[src/rtl/riscv_run_ctrl.sv]
// -----------------------------------------------------------------------------
// riscv_run_ctrl
//
// Run controller for the RISCVunicycle core. A host (debug UART bridge or a
// bench) sends commands over a valid/ready port. The block drives the core's
// reset and clock-enable so the core can be reset, stepped N cycles, run freely
// or halted. It never gates the clock itself, only the enable.
//
// Optional build macro: RUNCTRL_BREAKPOINT_EN
//   Adds bp_en / bp_addr. A PC match suppresses cpu_en in the same cycle and
//   halts with cause 4. The first enabled cycle after a STEP/RUN acceptance
//   ignores the match so execution can resume from a breakpoint.
//
// Ports:
//   clock        in   system clock, rising edge
//   rst          in   synchronous active-high block reset
//   cmd_valid    in   host command valid
//   cmd_ready    out  controller accepts a command this cycle
//   cmd_op       in   00 RESET_CPU, 01 STEP, 10 RUN, 11 HALT
//   cmd_count    in   STEP cycle count (0 behaves as 1)
//   cpu_rst      out  core reset, active-high
//   cpu_en       out  core clock-enable
//   cpu_pc       in   current core PC
//   cpu_ebreak   in   core executing EBREAK this cycle
//   bp_en        in   breakpoint enable        (RUNCTRL_BREAKPOINT_EN only)
//   bp_addr      in   breakpoint PC            (RUNCTRL_BREAKPOINT_EN only)
//   halted       out  high while halted
//   done         out  one-cycle pulse on every entry to the halted state
//   halt_cause   out  0 reset, 1 step done, 2 ebreak, 3 host halt, 4 breakpoint
//   cycle_count  out  enabled cycles since last CPU reset (wraps)
//
// state   | meaning
// --------+-------------------------------------------------------------
// S_RESET | core held in reset for RST_CYCLES cycles
// S_HALT  | core idle, waiting for a host command
// S_STEP  | core enabled for a bounded number of cycles
// S_RUN   | core enabled until HALT, EBREAK, breakpoint or reset
// -----------------------------------------------------------------------------
module riscv_run_ctrl #(
    parameter int XLEN       = 32,
    parameter int CNT_W      = 16,
    parameter int RST_CYCLES = 4
) (
    input  logic             clock,
    input  logic             rst,
    input  logic             cmd_valid,
    output logic             cmd_ready,
    input  logic [1:0]       cmd_op,
    input  logic [CNT_W-1:0] cmd_count,
    output logic             cpu_rst,
    output logic             cpu_en,
    input  logic [XLEN-1:0]  cpu_pc,
    input  logic             cpu_ebreak,
`ifdef RUNCTRL_BREAKPOINT_EN
    input  logic             bp_en,
    input  logic [XLEN-1:0]  bp_addr,
`endif
    output logic             halted,
    output logic             done,
    output logic [2:0]       halt_cause,
    output logic [31:0]      cycle_count
);

    typedef enum logic [1:0] {
        S_RESET = 2'd0,
        S_HALT  = 2'd1,
        S_STEP  = 2'd2,
        S_RUN   = 2'd3
    } state_t;

    localparam logic [1:0] OP_RESET = 2'b00;
    localparam logic [1:0] OP_STEP  = 2'b01;
    localparam logic [1:0] OP_RUN   = 2'b10;
    localparam logic [1:0] OP_HALT  = 2'b11;

    localparam logic [2:0] CAUSE_RESET  = 3'd0;
    localparam logic [2:0] CAUSE_STEP   = 3'd1;
    localparam logic [2:0] CAUSE_EBREAK = 3'd2;
    localparam logic [2:0] CAUSE_HOST   = 3'd3;
    localparam logic [2:0] CAUSE_BP     = 3'd4;

    localparam int            RW       = (RST_CYCLES > 1) ? $clog2(RST_CYCLES) : 1;
    localparam logic [RW-1:0] RST_LAST = RW'(RST_CYCLES - 1);

    state_t           state, state_nxt;
    logic [RW-1:0]    rst_cnt, rst_cnt_nxt;
    // remaining enabled cycles minus one; the step ends when it reads zero
    logic [CNT_W-1:0] step_rem, step_rem_nxt;
    logic [2:0]       cause_nxt;
    logic             enter_halt;
    logic             cc_clr;
    logic             cmd_fire;
    logic             run_like;
    logic             bp_hit;
    logic             ebreak_hit;

    assign run_like  = (state == S_STEP) || (state == S_RUN);
    assign cmd_ready = (state == S_HALT) || (state == S_RUN);
    assign cpu_rst   = (state == S_RESET);
    assign halted    = (state == S_HALT);
    assign cmd_fire  = cmd_valid && cmd_ready;

`ifdef RUNCTRL_BREAKPOINT_EN
    // Set by any STEP/RUN acceptance, cleared after the next enabled cycle,
    // so the instruction sitting on the breakpoint can be executed.
    logic bp_skip;
    logic arm_skip;

    assign arm_skip = cmd_fire && ((cmd_op == OP_STEP) || (cmd_op == OP_RUN));
    assign bp_hit   = run_like && bp_en && (cpu_pc == bp_addr) && !bp_skip;

    always_ff @(posedge clock) begin
        if (rst) begin
            bp_skip <= 1'b0;
        end else if (arm_skip) begin
            bp_skip <= 1'b1;
        end else if (run_like) begin
            bp_skip <= 1'b0;
        end
    end
`else
    // PC only matters when breakpoints are built in.
    logic pc_unused;
    assign pc_unused = ^cpu_pc;
    assign bp_hit    = 1'b0;
`endif

    // The breakpoint is the only thing allowed to override the state decode.
    assign cpu_en     = run_like && !bp_hit;
    assign ebreak_hit = cpu_en && cpu_ebreak;

    always_comb begin
        state_nxt    = state;
        rst_cnt_nxt  = rst_cnt;
        step_rem_nxt = step_rem;
        cause_nxt    = halt_cause;
        enter_halt   = 1'b0;
        cc_clr       = 1'b0;

        case (state)
            S_RESET: begin
                if (rst_cnt == RST_LAST) begin
                    state_nxt   = S_HALT;
                    rst_cnt_nxt = '0;
                    cause_nxt   = CAUSE_RESET;
                    enter_halt  = 1'b1;
                end else begin
                    rst_cnt_nxt = rst_cnt + 1'b1;
                end
            end

            S_HALT: begin
                if (cmd_fire) begin
                    case (cmd_op)
                        OP_RESET: begin
                            state_nxt   = S_RESET;
                            rst_cnt_nxt = '0;
                            cc_clr      = 1'b1;
                        end
                        OP_STEP: begin
                            state_nxt    = S_STEP;
                            step_rem_nxt = (cmd_count == '0) ? '0 : cmd_count - 1'b1;
                        end
                        OP_RUN: begin
                            state_nxt = S_RUN;
                        end
                        default: begin
                            // HALT while halted: accepted, nothing changes
                        end
                    endcase
                end
            end

            S_STEP: begin
                if (bp_hit) begin
                    state_nxt  = S_HALT;
                    cause_nxt  = CAUSE_BP;
                    enter_halt = 1'b1;
                end else if (ebreak_hit) begin
                    // ebreak wins over the step ending on the same cycle
                    state_nxt  = S_HALT;
                    cause_nxt  = CAUSE_EBREAK;
                    enter_halt = 1'b1;
                end else if (step_rem == '0) begin
                    state_nxt  = S_HALT;
                    cause_nxt  = CAUSE_STEP;
                    enter_halt = 1'b1;
                end else begin
                    step_rem_nxt = step_rem - 1'b1;
                end
            end

            S_RUN: begin
                if (cmd_fire && (cmd_op == OP_RESET)) begin
                    state_nxt   = S_RESET;
                    rst_cnt_nxt = '0;
                    cc_clr      = 1'b1;
                end else if (bp_hit) begin
                    state_nxt  = S_HALT;
                    cause_nxt  = CAUSE_BP;
                    enter_halt = 1'b1;
                end else if (ebreak_hit) begin
                    // ebreak wins over a host HALT on the same cycle
                    state_nxt  = S_HALT;
                    cause_nxt  = CAUSE_EBREAK;
                    enter_halt = 1'b1;
                end else if (cmd_fire && (cmd_op == OP_HALT)) begin
                    state_nxt  = S_HALT;
                    cause_nxt  = CAUSE_HOST;
                    enter_halt = 1'b1;
                end
                // STEP/RUN while running are accepted and dropped
            end

            default: begin
                state_nxt = S_RESET;
            end
        endcase
    end

    always_ff @(posedge clock) begin
        if (rst) begin
            state       <= S_RESET;
            rst_cnt     <= '0;
            step_rem    <= '0;
            done        <= 1'b0;
            halt_cause  <= CAUSE_RESET;
            cycle_count <= '0;
        end else begin
            state      <= state_nxt;
            rst_cnt    <= rst_cnt_nxt;
            step_rem   <= step_rem_nxt;
            done       <= enter_halt;
            halt_cause <= cause_nxt;
            if (cc_clr) begin
                cycle_count <= '0;
            end else if (cpu_en) begin
                cycle_count <= cycle_count + 32'd1;
            end
        end
    end

endmodule

[config.mk]
export PLATFORM = sky130hd
export DESIGN_NAME = riscv_run_ctrl
export DESIGN_NICKNAME = d
export VERILOG_FILES = /design/src/rtl/riscv_run_ctrl.sv
export SDC_FILE = /design/constraint.sdc
export NUM_CORES = 1
export LEC_CHECK = 0
export ABC_AREA = 1
export BUFFER_PORTS_ARGS = -buffer_cell sky130_fd_sc_hd__buf_2
export CAP_MARGIN = 20
export CORE_MARGIN = 2
export CORE_UTILIZATION = 49
export CTS_CLUSTER_SIZE = 40
export DETAILED_ROUTE_END_ITERATION = 16
export PLACE_DENSITY = 0.84
export SLEW_MARGIN = 20
export SYNTH_ARGS = -nofsm -noshare
export SYNTH_HDL_FRONTEND = slang
export SYNTH_SLANG_ARGS = --single-unit
[constraint.sdc]
create_clock -name clock -period 1.5 [get_ports clock]
set_input_delay 0.3 -clock clock [delete_from_list [all_inputs] [get_ports clock]]
set_output_delay 0.3 -clock clock [all_outputs]
set_load 0.01 [all_outputs]
==> results.md <==
- After technology mapping, the gate count stands at 606.
- After detailed routing, the total wire length is 11.0 mm.
- The number of standard-cell rows in the floorplan is 32.
- The synthesized netlist occupies a cell area of 0.00382 mm2.
- The clock net in this run drives a total of 55 sinks.
- The critical path's most frequent cell is sky130_fd_sc_hd__nand2_4.
- STA classifies the critical path startpoint as a flop.
- Summing all non-filler instances in the final layout gives an area of 0.00511 mm2.
- The first element of the critical path is step_rem[1].
- The power density of the placed cells is 1430 mW/mm2.
- The first-pass GRT wire length is 17.2 mm.
- The number of failing hold endpoints at the final stage is 0.
- The overall global routing resource usage is 24.1%.
- The area growth from synthesis to layout is 33.8%.
- The gate family responsible for the most delay along the worst path is simple AND/OR/NAND/NOR gates.
- In this run, the combinational gates consume 60.0% of the power.
- The die is 92.3 um wide.
- The remaining number of nets flagged by the antenna check after routing is 0.
- The clock network accounts for 14.6% of the total power.
- The number of antenna violations at the first check in global routing is 0.
- The die outline area is 0.00851 mm2.
- At the later pin of the worst-skew pair, clock insertion delay measures 0.33 ns.
- For the worst setup path, the data required time is 1.70 ns.
- Walking the worst path, the cells encountered are inv_2 -> ha_4 -> nand2_4 -> nor2_4 -> nand2_2 -> nand2_4 -> buf_6 -> nand4_1 -> o21bai_1 -> nor2_1.
- For this design the total switching power over the nets is 3180 uW.
- The cell area after placement is 0.00459 mm2.
- The final worst slack is 0.000930 ns.
- The via count normalized by instance count is 5.29.
- The total vias in the final route is 4385.
- Counting the buffers created by CTS gives 5.
- The count of input and output buffers is 60.
- The utilization after layout is 66.8%.
- The first detailed-routing pass ran for 5 iterations.
- The class of the tightest hold or removal check is input pin to flop.
- The reg-to-reg critical path startpoint is step_rem[1].
- The total of flip-flops plus latches after synthesis is 55.
- The switching part of the total is 43.5%.
- The cell type contributing the most total cell area after synthesis is sky130_fd_sc_hd__dfxtp_1.
- The filler cell count in the final layout is 639.
- The buffer depth of the longest clock path is 2.
- The combined buffer and inverter count along the critical path is 2.
- The total leakage power is 0.00247 uW.
- The area occupied by registers is 0.00114 mm2.
- The H-tree level count is 2.
- The internal power of the cells totals 4130 uW.
- In the final routed layout, each cell accounts on average for 13.2 um.
- The async set-reset flop share out of synthesis is 0%.
- Setup repair after global routing could not meet its margin everywhere.
- The routability congestion estimate from global placement is 0.942.
- Measured along the y axis, the die boundary spans 92.3 um.
- The leftover overflow at the end of global routing is 0.
- The count of distinct cell types in the synthesized netlist is 38.
- Ranked by total cell area, the synthesized netlist is headed by sky130_fd_sc_hd__dfxtp_1 29%, sky130_fd_sc_hd__nand2_1 15%, sky130_fd_sc_hd__nor2_1 9.2%, sky130_fd_sc_hd__inv_1 7.3%, sky130_fd_sc_hd__nand3_1 5.9%.
- The synthesized design devotes to its leading area cell type 28.8% of total area.
- The pin count of the biggest net entering global routing is 28.
- The flow ran to the end, and the final reports show no timing, DRC or antenna violations.
- The highest fanout seen on the critical path is 3.
- Among all flip-flop cells after synthesis, the most frequent one is sky130_fd_sc_hd__dfxtp_1.
- The placeable core region is 0.00765 mm2.
- The element type at the critical path end is a flop.
- For this run, the number of Yosys warnings is 0.
- The via count of the first global-routing pass is 4056.
- The total chip power is 7310 uW.
- The arrival time of the worst setup path is 1.70 ns.
- The total number of nets in the final design is 788.
- The worst-case IR drop observed on VDD is 1120 uV.
- Once the floorplan was initialized, standard cells occupied 49.9% of the core.
- The proportion of synthesized chip area in sequential cells is 28.8%.
- The critical path is of the flop to flop type.
- Clock-pin slew was measured on the worst setup and hold paths at 0.11 ns.
- Setup violations remaining at the end of the flow were counted as 0.
- In this run the most critical hold path is launched from rst.
- The post-route netlist has 33.7% of its cells at a drive strength greater than 1.
- The minimum setup slack after placement is -0.244 ns.
- The number of buffers inserted for hold repair after clock tree synthesis is 0.
- The number of nets handed over by synthesis was 668.
- Based on the critical path, the design can be clocked at up to 0.667 GHz.
- The slowest cell on the critical path is sky130_fd_sc_hd__dfxtp_2.
- The tool flagged a number of max-cap violations equal to 0.
- Detailed placement ended at an HPWL of 7.67 mm.
- The number of pins exceeding their max-slew limit in the final report was 0.
- The TritonCTS clock tree is done.
- The power share of the sequential group is 25.5%.
- The largest clock skew in the final design is 0.0240 ns.
- The synthesized design contains 0 enable-type register cells.
- In the routed design, unresolved DRC markers number 0.
- The tree is rooted in a sky130_fd_sc_hd__clkbuf_8.
- During I/O placement, the number of pins put on the boundary was 94.
- The final cycle utilization of the critical path is 99.9%.
- The number of antenna diodes in the final layout is 0.
- The delay of the slowest cell on the worst path is 0.34 ns.
- The mean cell area of the mapped netlist is 6.30 um2.
- The combined area of the multi-input logic cells is 0.00260 mm2.
- For this block, the initial DRC count from the detailed router was 256.
- The shortest clock period the worst path allows after layout is 1.50 ns.
[Yosys cell counts, types with 4 or more instances]
library cell and instances:
sky130_fd_sc_hd__nand2_1 157, sky130_fd_sc_hd__nor2_1 94, sky130_fd_sc_hd__inv_1 74, sky130_fd_sc_hd__dfxtp_1 55, sky130_fd_sc_hd__nand3_1 45, sky130_fd_sc_hd__o21ai_0 29
sky130_fd_sc_hd__a21oi_1 28, sky130_fd_sc_hd__nand4_1 19, sky130_fd_sc_hd__xor2_1 14, sky130_fd_sc_hd__nor2_2 10, sky130_fd_sc_hd__ha_1 8, sky130_fd_sc_hd__nor3_1 7
sky130_fd_sc_hd__nor2_4 6, sky130_fd_sc_hd__buf_2 5, sky130_fd_sc_hd__nand2_2 5, sky130_fd_sc_hd__xnor2_1 5, sky130_fd_sc_hd__buf_6 4, sky130_fd_sc_hd__inv_2 4
sky130_fd_sc_hd__o21a_1 4
[state kept, by name (all words and copies together), names as in the netlist]
| register | count |
|---|---|
| step_rem | 16 |
| rst_cnt | 2 |
| cycle_count | 32 |
| state | 2 |
| halt_cause | 2 |
| done | 1 |
[power by group through the flow]
stage	logic (uW)	registers [uW]	clock network, uW
floorplan	2370	1840	0
global placement	3390	1840	0
detailed placement	3510	1840	0
CTS	3780	1830	1090
global route	4920	1880	1130
finish	4380	1860	1060
[cell type report]
cell class	count	share of cell area (%)
clock buffers	6	1.62
clock inverters	2	0.760
inverters	78	5.86
multi-input cells	460	50.9
flip-flops and latches	55	22.3
well taps	102	2.50
repair buffers	125	15.9
repair inverters	1	0.147
[worst paths after layout]
check                                     end  slack, ns  cells after the start
worst max-delay path                 state[1]     0.0009                     10
worst max register to register       state[1]     0.0009                     10
worst min register to register     rst_cnt[1]       0.48                      2
worst min-delay path            halt_cause[1]       0.25                      2
[logic make-up after synthesis]
logic type / Yosys count / synth area share (%)
compound gates: 68 / 9.54
xor+xnor: 19 / 4.36
fa+ha+maj: 8 / 2.62
buf+inv: 91 / 10.1
flops: 55 / 28.8
other cells: 1 / 0.0982
simple gates: 364 / 44.4
[per-stage QoR]
step / hold WS, ns / TNS, ns / instances
6_report: 0.247 / 0 / 829
5_1_grt: 0.250 / -0.857 / 829
4_1_cts: 0.230 / 0 / 823
3_5_place_dp: 0.461 / -4.38 / 812
3_3_place_gp: 0.453 / -2.09 / 812
2_1_floorplan: 0.369 / 0 / 606
[cell usage in the layout (no fill, tap or decap), types with 4 or more instances in the layout]
cell type | netlist | final
sky130_fd_sc_hd__a21oi_1 | 28 | 25
sky130_fd_sc_hd__a21oi_2 | 1 | 4
sky130_fd_sc_hd__buf_2 | 5 | 60
sky130_fd_sc_hd__buf_4 | 2 | 59
sky130_fd_sc_hd__buf_6 | 4 | 6
sky130_fd_sc_hd__clkbuf_8 | 0 | 6
sky130_fd_sc_hd__dfxtp_1 | 55 | 34
sky130_fd_sc_hd__dfxtp_2 | 0 | 16
sky130_fd_sc_hd__dfxtp_4 | 0 | 5
sky130_fd_sc_hd__ha_1 | 8 | 6
sky130_fd_sc_hd__inv_1 | 74 | 65
sky130_fd_sc_hd__inv_2 | 4 | 11
sky130_fd_sc_hd__nand2_1 | 157 | 149
sky130_fd_sc_hd__nand2_2 | 5 | 9
sky130_fd_sc_hd__nand2_4 | 2 | 5
sky130_fd_sc_hd__nand3_1 | 45 | 41
sky130_fd_sc_hd__nand4_1 | 19 | 19
sky130_fd_sc_hd__nor2_1 | 94 | 75
sky130_fd_sc_hd__nor2_2 | 10 | 18
sky130_fd_sc_hd__nor2_4 | 6 | 17
sky130_fd_sc_hd__nor3_1 | 7 | 6
sky130_fd_sc_hd__nor3_4 | 3 | 5
sky130_fd_sc_hd__o21a_1 | 4 | 4
sky130_fd_sc_hd__o21ai_0 | 29 | 19
sky130_fd_sc_hd__o21ai_1 | 2 | 8
sky130_fd_sc_hd__o21ai_2 | 0 | 4
sky130_fd_sc_hd__xnor2_1 | 5 | 5
sky130_fd_sc_hd__xor2_1 | 14 | 14
[metal layers]
metal	vias to the layer above	track usage, %	routed length [um]
met5	-	0	0
met3	29	3.20	584
met4	0	6.59	257
met1	2038	29.0	4510
met2	140	44.8	5620
li1	2178	-	-
[what timing repair did]
action | 4_1_cts | 5_1_grt
gates cloned | 1 | 0
gates resized for setup | 32 | 84
pin swaps | 8 | 20
endpoints found under the setup margin | 35 | 44
setup buffers | 2 | 7
No activity file was read; power rests on OpenSTA's default activity.
